<file path="src/rtl/ngc_pwm_gen.sv">
// ngc_pwm_gen: double-buffered compare stage that turns the ngc counter's
// count/count_hit into a complementary PWM pair with optional dead-time.
//
// Ports:
//   clk, rst        clock, asynchronous active-high reset
//   enb             output enable; low forces both pins inactive
//   count           counter value from the ngc counter
//   count_hit       period boundary pulse from the ngc counter
//   duty_value      new duty, captured into the shadow on duty_load
//   duty_load       single-cycle shadow write strobe
//   deadtime_value  dead-time in clk cycles, sampled at each dead-time start
//   polarity        0 = active-high pins, 1 = active-low pins
//   pwm_h, pwm_l    high-side / low-side PWM pins
//   period_end      registered copy of count_hit
//   duty_pending    shadow holds a value not yet transferred
//
// Build option: define NGC_PWM_DEADTIME_EN to include the dead-time FSM.
module ngc_pwm_gen #(
    parameter int COUNT_WIDTH    = 8,
    parameter int DEADTIME_WIDTH = 4
) (
    input  logic                      clk,
    input  logic                      rst,
    input  logic                      enb,
    input  logic [COUNT_WIDTH-1:0]    count,
    input  logic                      count_hit,
    input  logic [COUNT_WIDTH-1:0]    duty_value,
    input  logic                      duty_load,
    input  logic [DEADTIME_WIDTH-1:0] deadtime_value,
    input  logic                      polarity,
    output logic                      pwm_h,
    output logic                      pwm_l,
    output logic                      period_end,
    output logic                      duty_pending
);

    logic [COUNT_WIDTH-1:0] r_duty_shadow;
    logic [COUNT_WIDTH-1:0] r_duty_active;
    logic                   r_duty_pending;
    logic                   r_raw_q;
    logic                   r_period_end;
    logic                   r_h;
    logic                   r_l;
    logic                   w_raw_d;

    // All-ones duty is forced to 100% since count never exceeds all-ones.
    assign w_raw_d = enb & ((count < r_duty_active) |
                            (r_duty_active == '1));

    always_ff @(posedge clk or posedge rst) begin
        if (rst) begin
            r_duty_shadow  <= '0;
            r_duty_active  <= '0;
            r_duty_pending <= 1'b0;
            r_raw_q        <= 1'b0;
            r_period_end   <= 1'b0;
        end else begin
            r_raw_q      <= w_raw_d;
            r_period_end <= count_hit;
            if (duty_load && count_hit) begin
                // Write on the boundary bypasses the shadow entirely.
                r_duty_shadow  <= duty_value;
                r_duty_active  <= duty_value;
                r_duty_pending <= 1'b0;
            end else if (duty_load) begin
                r_duty_shadow  <= duty_value;
                r_duty_pending <= 1'b1;
            end else if (count_hit && r_duty_pending) begin
                r_duty_active  <= r_duty_shadow;
                r_duty_pending <= 1'b0;
            end
        end
    end

`ifdef NGC_PWM_DEADTIME_EN
    typedef enum logic [2:0] {
        S_IDLE,
        S_HIGH_ON,
        S_LOW_ON,
        S_DEAD_TO_H,
        S_DEAD_TO_L
    } state_t;

    state_t                    r_state;
    logic [DEADTIME_WIDTH-1:0] r_dead_cnt;
    logic                      w_dt_zero;
    logic                      w_dead_last;

    assign w_dt_zero   = (deadtime_value == '0);
    // A count of 1 or less means this cycle ends the dead band.
    assign w_dead_last = (r_dead_cnt <= DEADTIME_WIDTH'(1));

    always_ff @(posedge clk or posedge rst) begin
        if (rst) begin
            r_state    <= S_IDLE;
            r_dead_cnt <= '0;
            r_h        <= 1'b0;
            r_l        <= 1'b0;
        end else if (!enb) begin
            r_state    <= S_IDLE;
            r_dead_cnt <= '0;
            r_h        <= 1'b0;
            r_l        <= 1'b0;
        end else begin
            unique case (r_state)
                S_IDLE: begin
                    r_state <= r_raw_q ? S_HIGH_ON : S_LOW_ON;
                    r_h     <= r_raw_q;
                    r_l     <= ~r_raw_q;
                end
                S_HIGH_ON: begin
                    if (!r_raw_q) begin
                        r_h <= 1'b0;
                        if (w_dt_zero) begin
                            r_state <= S_LOW_ON;
                            r_l     <= 1'b1;
                        end else begin
                            r_state    <= S_DEAD_TO_L;
                            r_dead_cnt <= deadtime_value;
                        end
                    end
                end
                S_LOW_ON: begin
                    if (r_raw_q) begin
                        r_l <= 1'b0;
                        if (w_dt_zero) begin
                            r_state <= S_HIGH_ON;
                            r_h     <= 1'b1;
                        end else begin
                            r_state    <= S_DEAD_TO_H;
                            r_dead_cnt <= deadtime_value;
                        end
                    end
                end
                S_DEAD_TO_L: begin
                    if (r_raw_q) begin
                        // Compare flipped back: head for the high side.
                        if (w_dt_zero) begin
                            r_state <= S_HIGH_ON;
                            r_h     <= 1'b1;
                        end else begin
                            r_state    <= S_DEAD_TO_H;
                            r_dead_cnt <= deadtime_value;
                        end
                    end else if (w_dead_last) begin
                        r_state    <= S_LOW_ON;
                        r_dead_cnt <= '0;
                        r_l        <= 1'b1;
                    end else begin
                        r_dead_cnt <= r_dead_cnt - 1'b1;
                    end
                end
                S_DEAD_TO_H: begin
                    if (!r_raw_q) begin
                        if (w_dt_zero) begin
                            r_state <= S_LOW_ON;
                            r_l     <= 1'b1;
                        end else begin
                            r_state    <= S_DEAD_TO_L;
                            r_dead_cnt <= deadtime_value;
                        end
                    end else if (w_dead_last) begin
                        r_state    <= S_HIGH_ON;
                        r_dead_cnt <= '0;
                        r_h        <= 1'b1;
                    end else begin
                        r_dead_cnt <= r_dead_cnt - 1'b1;
                    end
                end
                default: begin
                    r_state    <= S_IDLE;
                    r_dead_cnt <= '0;
                    r_h        <= 1'b0;
                    r_l        <= 1'b0;
                end
            endcase
        end
    end
`else
    logic w_unused_deadtime;

    assign w_unused_deadtime = ^deadtime_value;

    always_ff @(posedge clk or posedge rst) begin
        if (rst) begin
            r_h <= 1'b0;
            r_l <= 1'b0;
        end else begin
            r_h <= enb & r_raw_q;
            r_l <= enb & ~r_raw_q;
        end
    end
`endif

    assign pwm_h        = r_h ^ polarity;
    assign pwm_l        = r_l ^ polarity;
    assign period_end   = r_period_end;
    assign duty_pending = r_duty_pending;

endmodule

</file>
<file path="config.mk">
export PLATFORM = sky130hd
export DESIGN_NAME = ngc_pwm_gen
export DESIGN_NICKNAME = d
export VERILOG_FILES = /design/src/rtl/ngc_pwm_gen.sv
export SDC_FILE = /design/constraint.sdc
export NUM_CORES = 1
export LEC_CHECK = 0
export CORE_ASPECT_RATIO = 0.9
export CORE_UTILIZATION = 40
export DETAILED_ROUTE_END_ITERATION = 12
export GPL_ROUTABILITY_DRIVEN = 0
export PLACE_DENSITY = 0.73
export REMOVE_ABC_BUFFERS = 1
export SYNTH_ARGS = -nofsm -noshare
export SYNTH_HDL_FRONTEND = slang
export SYNTH_SLANG_ARGS = --single-unit
</file>
<file path="constraint.sdc">
create_clock -name clk -period 1.5 [get_ports clk]
set_clock_uncertainty 0.1 [all_clocks]
set_input_delay 0.45 -clock clk [delete_from_list [all_inputs] [get_ports clk]]
set_output_delay 0.45 -clock clk [all_outputs]
set_load 0.01 [all_outputs]
</file>
; After elaboration in Yosys (flattened, before gate mapping)
; Cells that the tools add are included.
; Widths: inputs -> output; s select.
[totals]
ff_bits = 21
out_inout_bits = 4
rom_bits = 0
latch_bits = 0
ramBits = 0
n_memories = 0
wordCells = 31
in_bits = 26
[op_classes]
div = 0
n_reduce_logical = 6
n_mux = 8
shifts = 0
eq_ne = 2
bitwise_logic = 7
add_sub_neg = 0
n_mul = 0
magnitude_cmp = 1
[ops]
columns = operator, n
row1 = $mux 8, 5
row2 = $eq 8x8->1 const B, 1
row3 = $lt 8x8->1, 1
row4 = $reduce_bool 2->1, 2
row5 = $and 1x1->1, 3
row6 = $mux 1, 3
row7 = $reduce_bool 3->1, 1
row8 = $logic_and 1x1->1, 2
row9 = $ne 2x1->1 const B, 1
row10 = $reduce_and 2->1, 1
row11 = $xor 1x1->1, 2
row12 = $not 1->1, 1
row13 = $or 1x1->1, 1

; Depth between registers and ports, before layout
; Gate-level depths: netlist of the first run.
[logic_depth]
depth_word = 4
depth_mapped = 6
ltp_nobuf = 6

; Worst setup path before layout of the first run
; OpenSTA, ideal clock, no wires.
[synth_timing]
kind = input to register
from = input port count[2]
to = register r_raw_q
n_path_buf = 0
slack_ps = -50
setup_time_ps = 103
cell_stages = 5
t_arrival_ps = 1346
required_ps = 1297
path_cell_list = ha_1 -> or2_2 -> a21oi_1 -> nor3_1 -> o41ai_2
[synth_via]
elab_chain_len = 3
[synth_rtl]
columns = item, line
row1 = start: declaration, 25  ; input logic [COUNT_WIDTH-1:0] count,
row2 = $lt 8x8->1, 47  ; assign w_raw_d = enb & ((count < r_duty_active) |
row3 = $or 1x1->1, 47
row4 = $and 1x1->1, 47
row5 = named net w_raw_d, 44  ; logic w_raw_d;
row6 = end signal: assignment, 58  ; r_raw_q <= w_raw_d;
row7 = end: declaration, 40  ; logic r_raw_q;
; The timed path passes the listed nets, and every way through them passes these cells.
; A chain may end at the register's enable or synchronous reset.

; Worst setup path after layout of the first run
[layout_timing]
from = input port enb
to = register r_raw_q
[layout_via]
elab_chain_len = 1
[layout_rtl]
columns = item, line
row1 = start: declaration, 24  ; input logic enb,
row2 = $and 1x1->1, 47
row3 = named net w_raw_d, 44
; The timed path passes the listed nets, and every way through them passes these cells.

==> impl.org, run 1 <==
** Global route
- The first global-routing pass estimated 3.07 mm of wire.
- Pin count of the biggest net entering global routing :: 22
- The total overflow left after global routing is 0.
- Global routing used 16.6% of the available tracks.
- The number of global-route vias before repair is 699.
- Antenna violations before repair :: 0

** Drt
- The detailed router placed 701 vias in this run.
- Drt drc :: 0
- In this run, the number of DRC markers left after iteration 0 of detailed routing was 4.
- Drt first pass iters :: 2
- The routed design has 1.82 mm of wire.
- Post-detailed-route count of antenna-violating nets :: 0
- Number of vias per cell after detailed routing :: 4.87
- In the final routed layout, each cell accounts on average for 12.7 microns.

** Synth
- Register area share after synthesis :: 54.7%
- Mapped Avg Cell Area :: 11.7 sq um
- Cells after synthesis :: 82
- In this run the cell area of the synthesized design comes to 961 sq um.
- Flops & latches, synth :: 21
- Number of distinct standard cells referenced by the synthesized netlist :: 21
- Warnings from Yosys :: 0

** Clock tree
- Clock latency on the worst-skew pair :: 0.29 ns
- Buffer levels on the longest clock path :: 2
- Hold repair after CTS inserted 0 buffers.
- CTS built an H-tree with a depth of 1.
- TritonCTS created 3 clock buffers.
- Root Driver :: sky130_fd_sc_hd__clkbuf_4
- Clock-pin slew was measured on the worst setup and hold paths at 0.11 ns.
- TritonCTS built the clock tree.
- CTS sink cnt :: 21

** Power and ir drop
- Leakage power summed over all cells :: 0.000643 uW
- For this design the total switching power over the nets is 361 uW.
- The share of total power dissipated in combinational logic is 28.9%.
- Sequential cells account for 51.0% of the total power.
- Net switching is 27.5% of the power.
- Overall power consumption :: 1310 uW
- Total power density per cell area :: 950 mW/mm^2
- The internal portion of the total power is 950 uW.
- Maximum ir drop on the vdd rail :: 0.616 mV
- Part of the power in the clock network :: 20.1%

** STA
- Counting I/O delays and the setup requirement, the final critical path takes 1.53 ns.
- The count of final max-slew check failures is 0.
- Part of the cycle the worst path needs :: 102%
- RSZ-0062 raised after global routing :: yes
- The total count of hold-check failures in the final report was 0.
- Once routing completed, OpenROAD measured the worst setup slack at -0.0335 ns.
- Transition time at the pin with the least slew margin :: 0.270 ns
- Static timing analysis puts the maximum clock frequency at 652 MHz.
- Worst-case headroom to the max-slew limit :: 82.0%
- Setup TNS after final layout :: -0.0376 ns
- Endpoints failing setup :: 2

** Die
- IO Pins :: 30
- Vertical extent of the die :: 48.5 microns
- Placement Rows :: 16
- DIE AREA :: 0.00260 sq mm
- The core region is 0.00222 sq mm.
- Effective utilization at floorplan :: 43.2%
- From left edge to right edge, the die measures 53.7 microns.

** Hold path
- Counting instances, the worst hold path has a depth of 1.
- The worst hold path begins at r_raw_q.
- The worst hold path terminates at r_l.
- Worst Hold Class :: flip-flop to flip-flop

** Setup path
- Buffers plus inverters on the worst setup path :: 1
- The largest single stage delay on the critical path is 0.51 ns.
- Data arrives at the worst endpoint at 1.64 ns.
- Traced cell by cell, the critical path runs through clkdlybuf4s50_1, nand4_1, or4_1, o41ai_2.
- Slowest stage cell, crit path :: sky130_fd_sc_hd__clkdlybuf4s50_1
- Along the worst path, the maximum fanout reaches 3.
- The worst setup path is launched from an input pin.
- Worst reg-to-reg setup slack :: 0.03 ns
- Dominant delay contributor by cell family on the critical path :: simple AND/OR/NAND/NOR gates
- Required @ worst endpoint :: 1.60 ns
- In this run the worst setup path begins at enb.
- Measured in cells, the most critical reg-to-reg path has a length of 6.
- The worst register-to-register path begins at r_duty_active[2].
- Reg-to-reg critical path endpoint :: r_raw_q
- The critical path is of the input pin to flip-flop type.
- Type of destination of the critical path :: flip-flop

** Job
- Max-cap violations in this run came to 0.

** Cells and area
- Post-layout nets :: 151
- Number of diodes :: 0
- Fill cells in the final layout number 188.
- Of the cells placed in the final design, the portion with a size suffix greater than 1 is 30.8%.
- Relative to the synthesized area, the layout overhead comes to 43.5%.

** Outcome
- Outcome :: finished with violations
- The checks that failed: negative setup slack.

** Placement
- Count of buffers from port buffering :: 25
- Post-DP HPWL :: 1.37 mm
power groups by stage:
stage	logic [uW]	clock network [uW]	registers, uW
after floorplan	172	0	670
after detailed placement	324	0	675
after global placement	314	0	671
final	378	264	668
after global routing	423	312	675
after CTS	356	271	667
sequential cells by signal, indices dropped and copies added (netlist names):
name / cells
r_raw_q: 1
r_duty_active: 8
r_l: 1
r_duty_shadow: 8
duty_pending: 1
r_h: 1
period_end: 1
worst reg2reg max path, stage by stage (launching register included):
cell and delay [ns]:
sky130_fd_sc_hd__dfrtp_1 0.37, sky130_fd_sc_hd__inv_1 0.07, sky130_fd_sc_hd__ha_1 0.22, sky130_fd_sc_hd__or2_4 0.24
sky130_fd_sc_hd__a21oi_4 0.13, sky130_fd_sc_hd__nor3_2 0.05, sky130_fd_sc_hd__o41ai_2 0.19
timing repair:
| action | in CTS | in global routing |
|---|---|---|
| pin swaps | 6 | 4 |
| setup endpoints to repair | 13 | 5 |
| buffers inserted | 1 | 0 |
| gates resized for setup | 26 | 8 |
| gates cloned | 0 | 0 |
cells in the mapped netlist, drive strengths merged:
library cell  number  area [sq um]
o21ai              2          13.8
a21oi              8          40.0
a2111oi            1          15.0
buf                2          12.5
o41ai              1          16.3
and2               1          6.26
mux2               9           101
nand4              2          12.5
or2                1          6.26
dfrtp             21           526
nor2              11          41.3
or4                1          7.51
nand2b             1          6.26
a211oi             1          7.51
nand3              1          5.00
inv                9          33.8
ha                 7          87.6
nor3               1          5.00
xor2               2          17.5
cell usage in the layout (no fill, tap or decap), types with 2 or more instances in the layout:
cell and instances:
sky130_fd_sc_hd__buf_2 2, sky130_fd_sc_hd__dfrtp_1 21, sky130_fd_sc_hd__a21oi_1 7, sky130_fd_sc_hd__dlygate4sd2_1 5, sky130_fd_sc_hd__ha_1 4, sky130_fd_sc_hd__buf_4 7, sky130_fd_sc_hd__nand4_1 2, sky130_fd_sc_hd__ha_4 2
sky130_fd_sc_hd__inv_1 8, sky130_fd_sc_hd__clkbuf_4 3, sky130_fd_sc_hd__nor2_1 11, sky130_fd_sc_hd__clkdlybuf4s50_1 14, sky130_fd_sc_hd__xor2_1 2, sky130_fd_sc_hd__mux2_2 9, sky130_fd_sc_hd__clkbuf_2 2
how the worst max path moves through the flow:
| stage | slack, ns | cells past startpoint | end |
|---|---|---|---|
| floorplan | -0.05 | 5 | r_raw_q |
| global placement | -0.69 | 3 | pwm_l |
| detailed placement | -0.71 | 3 | pwm_h |
| CTS | -0.12 | 5 | r_raw_q |
| global route | -0.08 | 2 | pwm_h |
| finish | -0.03 | 4 | r_raw_q |
final cells by class:
class	instances	area, sq um	share of cell area [%]
Multi-Input combinational cell	50	460	33.4
Sequential cell	21	526	38.1
Timing Repair Buffer	33	299	21.7
Clock buffer	4	26.3	1.91
Tap cell	27	33.8	2.45
Inverter	9	33.8	2.45
logic make-up after synthesis:
logic type                 Yosys count  synth area share, %
AOI/OAI and AO/OA                   13                 9.64
xor gates and xnor gates             2                 1.82
adders and majority gates            7                 9.11
buffers and inverters               11                 4.82
DFF                                 21                 54.7
muxes                                9                 10.5
and+or+nand+nor                     19                 9.38
layer usage:
layer	GRT usage [%]	part of all wire [%]	vias up
li1	-	-	350
met1	20.7	43	333
met2	28.2	50	18
met3	3.14	6.3	0
met4	5.26	0	0
met5	0	0	-
stage by stage:
stage | setup WS [ns] | instances | cell area [sq um] | util, % | hold slack [ns]
floorplan | -0.0497 | 80 | 948 | - | 0.289
global placement | -0.692 | 139 | 1300 | 58.4 | 0.293
detailed placement | -0.712 | 139 | 1300 | 58.4 | 0.304
CTS | -0.123 | 144 | 1360 | 61.2 | 0.320
global route | -0.0836 | 144 | 1380 | 62.0 | 0.331
finish | -0.0335 | 144 | 1380 | 62.0 | 0.324
No activity file was read; power rests on OpenSTA's default activity.
==> inputs of run 2 (changes only) <==
==> constraint.sdc (replaced) <==
create_clock -name clk -period 1.5 [get_ports clk]
set_clock_uncertainty 0.1 [all_clocks]
set_input_delay 0.45 -clock clk [delete_from_list [all_inputs] [get_ports clk]]
set_output_delay 0.45 -clock clk [all_outputs]
set_load 0.05 [all_outputs]
==> run 2 against run 1 <==
Net effect:
- the flow still finishes with violations (negative setup slack)
- via count is 2.9% higher
- highest routed layer is now met4
- critical path depth shrank 2
- power up 6.5%
- sequential power rose by 0.9%
- hold slack about the same
- largest cell class unchanged
==> impl.org, run 2 (same netlist as run 1, synthesis figures left out) <==
** Clock tree
- The root buffer cell chosen for the clock tree is sky130_fd_sc_hd__clkbuf_4.
- TritonCTS built the clock tree.
- Number of buffers created by CTS :: 3
- CTS sink cnt :: 21
- Hold-fix buffers at CTS :: 0
- In this run the number of H-tree levels came out at 1.
- The clock passes through at most 2 buffers.
- At the later pin of the worst-skew pair, clock insertion delay measures 0.30 ns.
- After clock tree synthesis, the clock-pin slew on the worst setup and hold paths is 0.11 ns.

** Power and ir drop
- VDD sags by at most 0.690 mV.
- Overall power consumption :: 1400 uW
- Power spread over the standard cell area amounts to 963 mW/mm^2.
- Summed over all cells, the static leakage comes to 0.000677 uW.

** Placement
- Timing analysis after detailed placement gives a worst setup slack of -0.550 ns.
- Cells after DPL :: 139
- Count of buffers from port buffering :: 25
- Detailed placement finished with a half-perimeter wire length of 1.46 mm.

** STA
- Transition time at the pin with the least slew margin :: 0.280 ns
- Fin worst setup slack :: -0.103 ns
- The worst pin sits at a relative slew slack of 81.4%.
- Setup repair after global routing could not meet its margin everywhere.
- Fin Hold WS :: 0.324 ns
- Part of the cycle the worst path needs :: 107%
- Min cycle time layout :: 1.60 ns
- Max frequency :: 624 MHz
- Total count of hold-check failures in the final report :: 0
- Setup violations remaining at the end of the flow were counted as 3.
- Max-slew violations :: 0

** Cells and area
- Number of diodes :: 0
- Layout cell share with drive strength beyond 1 :: 35.0%
- In the final layout, the registers with the most flip-flops are r_duty_active x8, r_duty_shadow x8.
- Synthesis-to-finish area growth :: 50.9%
- The top cell types in the final layout, fill and taps aside, are sky130_fd_sc_hd__dfrtp_1 (20), sky130_fd_sc_hd__clkdlybuf4s50_1 (14), sky130_fd_sc_hd__nor2_1 (11), sky130_fd_sc_hd__mux2_2 (9).
- Number of fill cells in the layout :: 181
- Share of the core filled with cells in the final layout :: 65.3%
- Most common cell after layout, fill and taps aside :: sky130_fd_sc_hd__dfrtp_1
- Final Instance Count excl. Fillers :: 144
- Post-layout nets :: 151

** Outcome
- The flow ran to the end, but the final reports show violations.
- The checks that failed: negative setup slack.

** Hold path
- WHS Path Cells :: 1
- The worst hold path belongs to the class flip-flop to flip-flop.

** Drt
- Dividing the detail-routed via count by the number of cells gives 5.01.
- Drt drc :: 0
- The pre-antenna-repair detailed-routing pass consisted of 2 iterations.
- Routed via count :: 721
- Wire length per cell :: 13.7 microns
- Wires add up to 1.98 mm.
- Post-detailed-route count of antenna-violating nets :: 0
- For this block, the initial DRC count from the detailed router was 1.

** Global route
- Global-route wire length before repair :: 3.19 mm
- Global routing used 2.20% of the available met3 tracks.
- GR Overflow Total :: 0
- Tot GR Track Use :: 17.7%
- The initial antenna violation count was 0.
- Vias in the first global route :: 747
- In this run the most used layer during global routing was met2.
- Met1 Use GR :: 20.8%
- Entering global routing, the biggest net connects 22 pins.
- In the global route stage, met2 resource usage came out at 30.2%.

** Setup path
- Worst Path Max Fanout :: 1
- Data on the critical path is required at its endpoint by 0.95 ns.
- The number of cells on the worst reg-to-reg path is 5.
- Type of destination of the critical path :: output pin
- The worst setup path is launched from a flip-flop.
- The worst setup path is of the flip-flop to output pin kind.
- Arr. time, crit path :: 1.05 ns

** Die
- The die is 48.5 microns tall.
- After floorplanning, the core was sized to cover 0.00222 sq mm.
- IO Pins :: 30
- The initial utilization of the core area, before any placement, comes to 43.2%.
- Placement Rows :: 16
- Measured along the x axis, the die boundary spans 53.7 microns.
- The die covers 0.00260 sq mm.

** Job
- Max-cap violations in this run came to 0.
[run 2: cell count changes in the layout (fill, tap and decap cells not counted), sizes merged]
cell,delta
dlymetal6s2s,+2
clkdlybuf4s15,-1
buf,+2
dlygate4sd2,-2
clkbuf,-1
[run 2: layer usage]
metal / wire length, microns / vias to the layer above
met3: 89 / 4
met1: 850 / 351
met2: 996 / 20
li1: - / 346
met5: 0 / -
met4: 43 / 0
[run 2: layout make-up]
type	instances	area, sq um	share of cell area (%)
Tap cell	27	33.8	2.33
Multi-Input combinational cell	50	468	32.3
Inverter	9	33.8	2.33
Clock buffer	4	26.3	1.81
Timing Repair Buffer	33	362	24.9
Sequential cell	21	527	36.3
[run 2: worst paths after layout]
kind                                    end  slack (ns)        startpoint
max in group asynchronous      duty_pending        0.70               rst
hold / removal                          r_l        0.32           r_raw_q
setup reg to reg                    r_raw_q        0.04  r_duty_active[1]
setup / recovery                      pwm_h       -0.10               r_h
hold reg to reg                         r_l        0.32           r_raw_q
min in group asynchronous  r_duty_shadow[0]        0.37               rst
[run 2: timing repair]
item                                    in CTS  in global routing
buffers inserted                             1                  0
endpoints found under the setup margin      11                  4
pin swaps                                    7                  6
resized for setup                           16                  8
[run 2: per-stage QoR]
| stage | TNS (ns) | area, sq um |
|---|---|---|
| final | -0.212 | 1450 |
| after global routing | -0.355 | 1450 |
| after CTS | -0.419 | 1430 |
| after detailed placement | -6.26 | 1340 |
| after global placement | -5.60 | 1340 |
| after floorplan | -0.685 | 948 |
[run 2: worst max-delay path: stages (launching register included)]
cell	delay, ns
sky130_fd_sc_hd__dfrtp_1	0.41
sky130_fd_sc_hd__xor2_2	0.18
sky130_fd_sc_hd__buf_12	0.16
[run 2: power breakdown]
| part | internal, uW | leakage (uW) | switching (uW) |
|---|---|---|---|
| sequential | 636 | 0.000243 | 38.0 |
| clock | 104 | 0.0000150 | 168 |
| combinational | 244 | 0.000418 | 207 |
| total | 983 | 0.000677 | 413 |
==> inputs of run 3 (changes only) <==
--- a/config.mk
+++ b/config.mk
@@ -5,11 +5,15 @@
 export SDC_FILE = /design/constraint.sdc
 export NUM_CORES = 1
 export LEC_CHECK = 0
+export CELL_PAD_IN_SITES_DETAIL_PLACEMENT = 1
+export CELL_PAD_IN_SITES_GLOBAL_PLACEMENT = 1
 export CORE_ASPECT_RATIO = 0.9
-export CORE_UTILIZATION = 40
+export CORE_MARGIN = 4
+export CORE_UTILIZATION = 31
 export DETAILED_ROUTE_END_ITERATION = 12
 export GPL_ROUTABILITY_DRIVEN = 0
-export PLACE_DENSITY = 0.73
+export HOLD_SLACK_MARGIN = 0.12
+export PLACE_DENSITY_LB_ADDON = 0.1
 export REMOVE_ABC_BUFFERS = 1
 export SYNTH_ARGS = -nofsm -noshare
 export SYNTH_HDL_FRONTEND = slang
==> run 3 against run 2 <==
Net effect:
- the run still ends with negative setup slack left
- sequential share of layout area down 1.3 points
- die area grew 56%
- global-route usage shrank 4.9 points
- power is 2.3% higher
- non-clock buffer count up 1
- final area increased by 3.5%
- worst setup slack worse by 0.016 ns
- fmax is 1.0% lower
- first-iteration DRC count increased to 12 times the previous value
- core utilization is 13 points lower
- clock power about the same
- hold slack improved by 0.025 ns
==> impl.org, run 3 (same netlist as run 1, synthesis figures left out) <==
** Outcome
- Outcome :: finished with violations
- Failing checks :: negative setup slack

** Cells and area
- Number of diodes :: 0
- The library cell used most frequently in the layout, excluding fill and tap cells, is sky130_fd_sc_hd__dfrtp_1.
- Synthesis-to-finish area growth :: 56.1%
- Final Instance Count excl. Fillers :: 158
- For this run, the post-layout net count is 152.
- Layout cell share with drive strength beyond 1 :: 35.6%
- Share of the core filled with cells in the final layout :: 52.4%
- In the layout the commonest cells are sky130_fd_sc_hd__dfrtp_1 (21), sky130_fd_sc_hd__clkdlybuf4s50_1 (16), sky130_fd_sc_hd__nor2_1 (11), sky130_fd_sc_hd__mux2_2 (9).
- In the final layout, the registers with the most flip-flops are r_duty_active x8, r_duty_shadow x8.

** Drt
- Total Wirelength :: 2.21 mm
- Wire length per cell :: 14.0 microns
- After detailed routing, the number of vias per cell comes to 4.51.
- Drt drc :: 0
- For this block, the initial DRC count from the detailed router was 12.
- For this run, the detailed router's first-pass iteration total came to 2.
- Routed via count :: 713
- Post-detailed-route count of antenna-violating nets :: 0

** Setup path
- Data on the critical path is required at its endpoint by 0.95 ns.
- The worst setup path is launched from a flip-flop.
- Slowest stage cell, crit path :: sky130_fd_sc_hd__dfrtp_1
- The critical path is of the flip-flop to output pin type.
- Traced cell by cell, the critical path runs through xor2_2, buf_12.
- Arr. time, crit path :: 1.07 ns
- STA classifies the critical path endpoint as an output pin.
- Stage delay of the slowest cell on the critical path :: 0.42 ns
- Dominant delay contributor by cell family on the critical path :: flip-flops
- Of all nets on the critical path, the largest fanout is 1.
- Buffers plus inverters on the worst setup path :: 1

** Die
- Vertical extent of the die :: 60.8 microns
- Placement Rows :: 18
- Core Region :: 0.00286 sq mm
- The floorplan step set the die width to 66.7 microns.
- IO Pins :: 30
- The initial utilization of the core area, before any placement, comes to 33.6%.
- DIE AREA :: 0.00406 sq mm

** STA
- Of the available clock period, the critical path in the final layout requires 108%.
- Transition time at the pin with the least slew margin :: 0.241 ns
- Fin worst setup slack :: -0.120 ns
- Worst-case headroom to the max-slew limit :: 83.7%
- The total count of hold-check failures in the final report came to 0.
- The count of final max-slew check failures is 0.
- Max frequency :: 617 MHz
- Endpoints failing setup :: 3
- After routing, the total negative slack on setup checks comes to -0.263 ns.
- Min cycle time layout :: 1.62 ns
- Setup repair after global routing could not meet its margin everywhere.

** Global route
- The initial antenna violation count is 0.
- The number of global-route vias before repair was 782.
- For this run, the total global-route usage over all layers was measured as 12.8%.
- Global routing finished with a remaining overflow of 0.
- Global-route wire length before repair :: 3.79 mm
- Entering global routing, the biggest net connects 22 pins.

** Clock tree
- Hold repair after CTS inserted 0 buffers.
- CTS sink cnt :: 21
- CTS placed an instance of sky130_fd_sc_hd__clkbuf_4 at the clock tree root.
- TritonCTS clock tree :: done
- Clock transition at path regs :: 0.12 ns
- Max H-tree Level :: 1
- Clock latency on the worst-skew pair :: 0.30 ns
- In this run, CTS created clock tree buffers numbering 3.
- No sink is reached through more buffers than the 2 on the longest clock path.

** Hold path
- Worst Hold Class :: input pin to asynchronous set/reset pin

** Placement
- Post-DP HPWL :: 1.61 mm
- Buffers placed on the I/O ports in this run total 25.
- Cells after DPL :: 153

** Power and ir drop
- Total power density per cell area :: 952 mW/mm^2
- The worst-case IR drop observed on VDD is 0.381 mV.
- The analysis attributes to cell leakage a power of 0.000671 uW.

** Job
- Number of maximum-capacitance violations :: 0
-- run 3: where the power goes --
group          internal (uW)  total (uW)  switching [uW]
Clock                    104         275             171
Sequential               635         674            38.9
Combinational            260         479             219
Total                    999        1430             429
-- run 3: cell type report --
cell class,instances,area [sq um]
Fill cell,316,1360
Sequential cell,21,526
Multi-Input combinational cell,50,488
Timing Repair Buffer,34,377
Tap cell,40,50.0
Inverter,9,33.8
Clock buffer,4,26.3
-- run 3: path summary, 6_finish.rpt --
| check | start | endpoint | slack (ns) | depth (start not counted) |
|---|---|---|---|---|
| worst min-delay path | rst | period_end | 0.35 | 3 |
| max in group asynchronous | rst | r_raw_q | 0.81 | 3 |
| worst max register to register | r_duty_active[2] | r_raw_q | -0.01 | 6 |
| worst max-delay path | r_l | pwm_l | -0.12 | 2 |
| min in group clk | r_raw_q | r_l | 0.36 | 1 |
| worst min register to register | r_raw_q | r_l | 0.36 | 1 |
-- run 3: metrics by stage --
step,hold slack (ns),power [uW],area (sq um),setup slack [ns]
floorplan,0.289,879,948,-0.257
global placement,0.300,1070,1370,-0.490
detailed placement,0.317,1080,1370,-0.561
CTS,0.333,1420,1480,-0.193
global route,0.357,1530,1500,-0.190
finish,0.349,1430,1500,-0.120
-- run 3: timing repair --
action / in CTS / in global routing
resized for setup: 18 / 5
setup buffers: 0 / 1
endpoints found under the setup margin: 9 / 4
pin swaps: 10 / 4
-- run 3: per-layer routing --
metal	vias to the layer above	GRT usage, %	wire length [microns]
met3	2	2.96	133
met4	0	5.22	15
met1	347	15.4	898
met5	-	0	0
li1	349	-	-
met2	15	22.5	1170
-- run 3: tightest hold or removal path: cells and delay by family --
family                 cells  cell delay [ns]
buffers and inverters      3             0.65
